$ cat src/rtl/lenet_pkg.sv
// Shared LeNet geometry: feature width, map sizes and f2 write count.
package lenet_pkg;

  localparam int DW        = 16;  // signed feature data width
  localparam int IN_W      = 28;  // conv1 map width/height
  localparam int OUT_W     = 14;  // pooled map width/height
  localparam int AW        = 10;  // f2 write-address width
  localparam int F2_WRITES = 196; // pooled pixels per frame
  localparam int N_CH      = 6;   // conv1 / f2 channels

endpackage

$ cat src/rtl/pool_max2.sv
// Combinational signed max of two values. A tie returns a, which equals b.
module pool_max2 #(
  parameter int DW = 16
) (
  input  logic signed [DW-1:0] a,
  input  logic signed [DW-1:0] b,
  output logic signed [DW-1:0] y
);

  assign y = (a >= b) ? a : b;

endmodule

$ cat src/rtl/pool1_f2_writer.sv
// 2x2 max-pool of the 6-channel conv1 raster stream, written into the f2 RAM.
// Horizontal pairs are reduced through a holding register; even rows park
// their row-max in a register line buffer which odd rows then reduce against.
module pool1_f2_writer #(
  parameter int DW    = lenet_pkg::DW,
  parameter int IN_W  = lenet_pkg::IN_W,
  parameter int OUT_W = lenet_pkg::OUT_W,
  parameter int AW    = lenet_pkg::AW
) (
  input  logic                 clk,
  input  logic                 rst_n,
  input  logic                 c1_clr,
  input  logic                 c1_valid,
  input  logic signed [DW-1:0] c1_1_data,
  input  logic signed [DW-1:0] c1_2_data,
  input  logic signed [DW-1:0] c1_3_data,
  input  logic signed [DW-1:0] c1_4_data,
  input  logic signed [DW-1:0] c1_5_data,
  input  logic signed [DW-1:0] c1_6_data,
  output logic signed [DW-1:0] f2_1_wdata,
  output logic signed [DW-1:0] f2_2_wdata,
  output logic signed [DW-1:0] f2_3_wdata,
  output logic signed [DW-1:0] f2_4_wdata,
  output logic signed [DW-1:0] f2_5_wdata,
  output logic signed [DW-1:0] f2_6_wdata,
  output logic                 f2_wr_en,
  output logic [AW-1:0]        f2_waddr,
  output logic                 f2_done
);

  localparam int NCH = lenet_pkg::N_CH;
  localparam int CW  = $clog2(IN_W);
  localparam int LW  = $clog2(OUT_W);
  localparam logic [CW-1:0] LAST_POS  = CW'(IN_W - 1);
  localparam logic [AW-1:0] LAST_ADDR = AW'(lenet_pkg::F2_WRITES - 1);

  logic signed [DW-1:0] pix     [NCH];
  logic signed [DW-1:0] h       [NCH];
  logic signed [DW-1:0] p       [NCH];
  logic signed [DW-1:0] lb_rd   [NCH];
  logic signed [DW-1:0] hold_q  [NCH];
  logic signed [DW-1:0] hold_d  [NCH];
  logic signed [DW-1:0] lb_q    [NCH][OUT_W];
  logic signed [DW-1:0] lb_d    [NCH][OUT_W];
  logic signed [DW-1:0] wdata_q [NCH];
  logic signed [DW-1:0] wdata_d [NCH];

  logic [CW-1:0] c_q, c_d, r_q, r_d;
  logic [AW-1:0] waddr_q, waddr_d, addr_calc;
  logic          wr_en_q, wr_en_d, done_q, done_d;
  logic          accept;
  logic [LW-1:0] col_idx;

  assign pix[0] = c1_1_data;
  assign pix[1] = c1_2_data;
  assign pix[2] = c1_3_data;
  assign pix[3] = c1_4_data;
  assign pix[4] = c1_5_data;
  assign pix[5] = c1_6_data;

  // A cleared cycle never counts as a pixel, even with c1_valid high.
  assign accept    = c1_valid & ~c1_clr;
  assign col_idx   = LW'(c_q >> 1);
  assign addr_calc = AW'(r_q >> 1) * AW'(OUT_W) + AW'(c_q >> 1);

  // Per-channel horizontal and vertical max stages.
  for (genvar k = 0; k < NCH; k++) begin : g_ch
    assign lb_rd[k] = lb_q[k][col_idx];

    pool_max2 #(.DW(DW)) u_hmax (.a(hold_q[k]), .b(pix[k]), .y(h[k]));
    pool_max2 #(.DW(DW)) u_vmax (.a(lb_rd[k]),  .b(h[k]),   .y(p[k]));
  end

  // Raster position: column wraps into row, row wraps into the next frame.
  always_comb begin
    c_d = c_q;
    r_d = r_q;
    if (c1_clr) begin
      c_d = '0;
      r_d = '0;
    end else if (c1_valid) begin
      if (c_q == LAST_POS) begin
        c_d = '0;
        r_d = (r_q == LAST_POS) ? '0 : r_q + 1'b1;
      end else begin
        c_d = c_q + 1'b1;
      end
    end
  end

  // Even columns fill the holding register; odd columns on even rows fill the line buffer.
  always_comb begin
    hold_d = hold_q;
    lb_d   = lb_q;
    if (accept) begin
      for (int k = 0; k < NCH; k++) begin
        if (!c_q[0]) begin
          hold_d[k] = pix[k];
        end else if (!r_q[0]) begin
          lb_d[k][col_idx] = h[k];
        end
      end
    end
  end

  // Write strobe on odd/odd pixels; address and data hold between writes.
  always_comb begin
    wr_en_d = 1'b0;
    done_d  = 1'b0;
    waddr_d = waddr_q;
    wdata_d = wdata_q;
    if (accept && c_q[0] && r_q[0]) begin
      wr_en_d = 1'b1;
      waddr_d = addr_calc;
      wdata_d = p;
      done_d  = (addr_calc == LAST_ADDR);
    end
  end

  // State registers with asynchronous clear.
  always_ff @(posedge clk or negedge rst_n) begin
    if (!rst_n) begin
      c_q     <= '0;
      r_q     <= '0;
      wr_en_q <= 1'b0;
      done_q  <= 1'b0;
      waddr_q <= '0;
      for (int k = 0; k < NCH; k++) begin
        hold_q[k]  <= '0;
        wdata_q[k] <= '0;
        for (int j = 0; j < OUT_W; j++) begin
          lb_q[k][j] <= '0;
        end
      end
    end else begin
      c_q     <= c_d;
      r_q     <= r_d;
      wr_en_q <= wr_en_d;
      done_q  <= done_d;
      waddr_q <= waddr_d;
      hold_q  <= hold_d;
      lb_q    <= lb_d;
      wdata_q <= wdata_d;
    end
  end

  assign f2_wr_en   = wr_en_q;
  assign f2_done    = done_q;
  assign f2_waddr   = waddr_q;
  assign f2_1_wdata = wdata_q[0];
  assign f2_2_wdata = wdata_q[1];
  assign f2_3_wdata = wdata_q[2];
  assign f2_4_wdata = wdata_q[3];
  assign f2_5_wdata = wdata_q[4];
  assign f2_6_wdata = wdata_q[5];

endmodule

$ cat config.mk
export PLATFORM = sky130hd
export DESIGN_NAME = pool1_f2_writer
export DESIGN_NICKNAME = d
export VERILOG_FILES = /design/src/rtl/lenet_pkg.sv /design/src/rtl/pool_max2.sv /design/src/rtl/pool1_f2_writer.sv
export SDC_FILE = /design/constraint.sdc
export NUM_CORES = 2
export LEC_CHECK = 0
export ABC_AREA = 1
export ABC_CLOCK_PERIOD_IN_PS = 4350
export BUFFER_PORTS_ARGS = -buffer_cell sky130_fd_sc_hd__buf_4
export CAP_MARGIN = 10
export CORE_MARGIN = 3
export CORE_UTILIZATION = 50
export DETAILED_ROUTE_END_ITERATION = 8
export HOLD_SLACK_MARGIN = 0.05
export PLACE_DENSITY = 0.73
export SLEW_MARGIN = 20
export SYNTH_ARGS = -nofsm -noshare
export SYNTH_HDL_FRONTEND = slang
export SYNTH_SLANG_ARGS = --single-unit
export TNS_END_PERCENT = 5
$ cat constraint.sdc
create_clock -name clk -period 4.35 [get_ports clk]
set_input_delay 0.87 -clock clk [delete_from_list [all_inputs] [get_ports clk]]
set_output_delay 0.87 -clock clk [all_outputs]
set_load 0.01 [all_outputs]
==> impl_metrics.json <==
{
  "syn_area_um2": 74500,
  "worstReg2RegEnd": "f2_4_wdata[6]$_DFFE_PN0P_",
  "crit_cells": 21,
  "dp_hpwl_um": 126000,
  "utilization_pct": 57.2,
  "nets": 9162,
  "worstMarginPinSlew_ns": 0.972,
  "cp_common_cell": "nand2_1",
  "crit_chain": "nand2_1 -> inv_8 -> buf_12 -> buf_4 -> a22oi_1 -> nand2_1 -> nand2_1 -> nand2_1 -> nor2_1 -> inv_1 -> ha_1 -> nand2_1 -> nor4_1 -> nand2_1 -> nand3_1 -> nand2_1 -> nor2_1 -> buf_4 -> nand3_1 -> nand2_1 -> nand2_1",
  "insertion_delay_ns": 0.80,
  "fmax_ghz": 0.244,
  "slew_viol_final": 0,
  "cts_tree": "built",
  "hold_slack_ns": 0.367,
  "dp_slack_ns": -0.0472,
  "clkTransAtPathRegs_ns": 0.06,
  "timing.final.crit_period_ns": 4.09,
  "grt_pass1_vias": 61700,
  "start_util_pct": 50.7,
  "antenna_found_initial": 2,
  "gp_congestion": 0.871,
  "vdd_ir_drop_max_v": 0.000615,
  "antenna_left": 0,
  "stdcell_area_um2": 84000,
  "worstSetupStartpoint": "c_q[2]$_DFFE_PN0P_",
  "design.die.area_um2": 154000,
  "firstDrtPassIters": 6,
  "via_count": 62900,
  "drt-initial-drc-count": 6287,
  "setup.worst_path.end": "f2_4_wdata[6]$_DFFE_PN0P_",
  "status": "completed",
  "crit_buf_inv": 5,
  "ys_seq_elements": 1557,
  "crit_fanout": 35,
  "fin_crit_sh_pct": 94.1,
  "final_cell_mix": "nand2_1, dfrtp_1, o21ai_0",
  "grt.total_usage_pct": 27.6,
  "finalSetupViolations": 0,
  "htreeDepth": 4,
  "layout_commonest_cell": "nand2_1",
  "cpPeakStageDelay_ns": 0.50,
  "cp.required_ns": 5.02,
  "slowest_stage": "dfrtp_1",
  "root_buffer": "clkbuf_16",
  "start_kind": "flip-flop",
  "grt_pass1_wl_um": 341000,
  "vias_per_cell": 5.77,
  "min_path_type": "in -> reg",
  "critPathTopFamily": "simple AND/OR/NAND/NOR gates",
  "ctsLongestPathBuffers": 3,
  "area_growth_pct": 12.8,
  "hold_viol_final": 0,
  "yosys.cell_types.count": 49,
  "die_h_um": 392,
  "place.port_buffers": 206,
  "drc": 0,
  "rrSetupSlack_ns": 0.26,
  "power_density_nw_per_um2": 656,
  "setup_slack_ns": 0.256,
  "rsz0062_at_grt": "no",
  "wl_um": 212000,
  "numClockSinks": 1557,
  "finClkSkew_ns": 0.0302,
  "ys_seq_area_share_pct": 52.3,
  "p_leak_nw": 41.9,
  "yosys_warnings": 0,
  "wire_per_inst_um": 19.5,
  "cp.arrival_ns": 4.77,
  "ios": 208,
  "max_cap_violations": 0,
  "r2r-start": "c_q[2]$_DFFE_PN0P_",
  "syn_area_per_cell_um2": 8.41,
  "overflow": 0,
  "die_w_um": 392,
  "endpoint_kind": "flip-flop",
  "core-area_um2": 147000,
  "placed_cell_area_um2": 78500,
  "drive_gt1_share_pct": 10.2,
  "syn_nets": 9160,
  "crit_type": "reg -> reg",
  "postSynthCellCount": 8850,
  "reg2reg_depth": 21,
  "rows": 140,
  "cts_buffers": 163,
  "grt_max_degree": 187,
  "maxSlewHeadroom_pct": 35.2
}
## worst min-delay path, stage by stage
cell	delay [ns]
buf_4	0.10
nor2_1	0.04
a21oi_1	0.10
## worst min path at each step
stage | from | to | slack, ns | depth (start not counted)
floorplan | lb_q[896]$_DFFE_PN0P_ | lb_q[896]$_DFFE_PN0P_ | 0.45 | 2
global placement | f2_waddr[3]$_DFFE_PN0P_ | f2_waddr[3]$_DFFE_PN0P_ | 0.46 | 2
detailed placement | f2_5_wdata[7]$_DFFE_PN0P_ | f2_5_wdata[7]$_DFFE_PN0P_ | 0.47 | 2
CTS | c1_6_data[0] | hold_q[0]$_DFFE_PN0P_ | 0.32 | 3
global route | c1_6_data[0] | hold_q[0]$_DFFE_PN0P_ | 0.36 | 3
finish | c1_6_data[0] | hold_q[0]$_DFFE_PN0P_ | 0.37 | 3
## synth_stat cells (all sizes together)
| master | n | share of area [%] |
|---|---|---|
| o41ai | 1 | 0.012 |
| nor2 | 174 | 0.94 |
| ha | 205 | 3.4 |
| inv | 426 | 2.1 |
| nand4 | 142 | 1.3 |
| clkinv | 1 | 0.0050 |
| nand2 | 3125 | 16 |
| fa | 5 | 0.13 |
| dfrtp | 1557 | 52 |
| xnor2 | 3 | 0.035 |
| a21o | 1 | 0.010 |
| nand3b | 1 | 0.010 |
| nand3 | 234 | 1.6 |
| buf | 205 | 1.9 |
| clkbuf | 456 | 2.3 |
| or2 | 2 | 0.017 |
| a21oi | 183 | 1.2 |
| nor4 | 5 | 0.042 |
| nor3 | 15 | 0.11 |
| o22ai | 7 | 0.059 |
| a22o | 35 | 0.41 |
| a32o | 1 | 0.013 |
| o21a | 5 | 0.050 |
| conb | 1 | 0.0050 |
| o21bai | 11 | 0.11 |
| a22oi | 480 | 4.8 |
| a2bb2oi | 1 | 0.012 |
| a31oi | 2 | 0.017 |
| o21ai | 1561 | 11 |
| xor2 | 5 | 0.059 |
## per-stage QoR
| stage | power, mW | TNS, ns | std cells |
|---|---|---|---|
| after global placement | 40.2 | 0 | 10600 |
| final | 55.1 | 0 | 10900 |
| after global routing | 58.9 | 0 | 10900 |
| after detailed placement | 40.9 | -0.571 | 10600 |
| after CTS | 55.2 | 0 | 10900 |
| after floorplan | 33.5 | -0.431 | 8850 |
## what timing repair did
| action | CTS | global route |
|---|---|---|
| setup buffers | 0 | 0 |
| hold buffers | 1 | 0 |
| gates resized for setup | 0 | 1 |
| endpoints found under the setup margin | 0 | 16 |
| hold endpoints to repair | 38 | 0 |
## sequential cells by signal, summed over array words and instances (netlist names)
signal      flops
lb_q         1344
hold_q         96
r_q             5
f2_3_wdata     16
f2_waddr        9
f2_wr_en        1
f2_2_wdata     16
f2_done         1
f2_5_wdata     16
c_q             5
f2_4_wdata     16
f2_6_wdata     16
f2_1_wdata     16
## final cells by class
type	instances	area [um2]
clock inverter	46	583
timing repair buffer	498	4660
tap	1917	2400
clock buffer	244	4860
antenna	3	7.51
inverter	427	1720
fill	12700	62800
multi-input combinational	6205	30800
sequential	1557	39000
## per-layer routing
metal	share of wire, %	GRT usage, %	up-vias
li1	-	-	29400
met1	42	37.3	30400
met2	47	45.0	2571
met3	8.0	4.50	465
met4	3.4	10.2	0
met5	0	0	-
## power by group
group / switching (mW) / total [mW] / leakage [nW] / internal [mW]
clock: 5.82 / 14.2 / 2.67 / 8.41
combinational: 14.5 / 22.3 / 18.8 / 7.79
sequential: 1.69 / 18.6 / 20.5 / 16.9
total: 22.0 / 55.1 / 41.9 / 33.1
## kinds of logic (layout without fill, tap and decap cells)
| group | Yosys count | count (layout) | synth area share [%] |
|---|---|---|---|
| compound gates | 2288 | 2288 | 17.8 |
| xor+xnor | 8 | 8 | 0.0941 |
| fa+ha+maj | 210 | 210 | 3.58 |
| buf+inv | 1088 | 1215 | 6.35 |
| flops | 1557 | 1557 | 52.3 |
| other cells | 1 | 4 | 0.00504 |
| simple gates | 3698 | 3698 | 19.9 |
(Power assumes the default switching activity.)
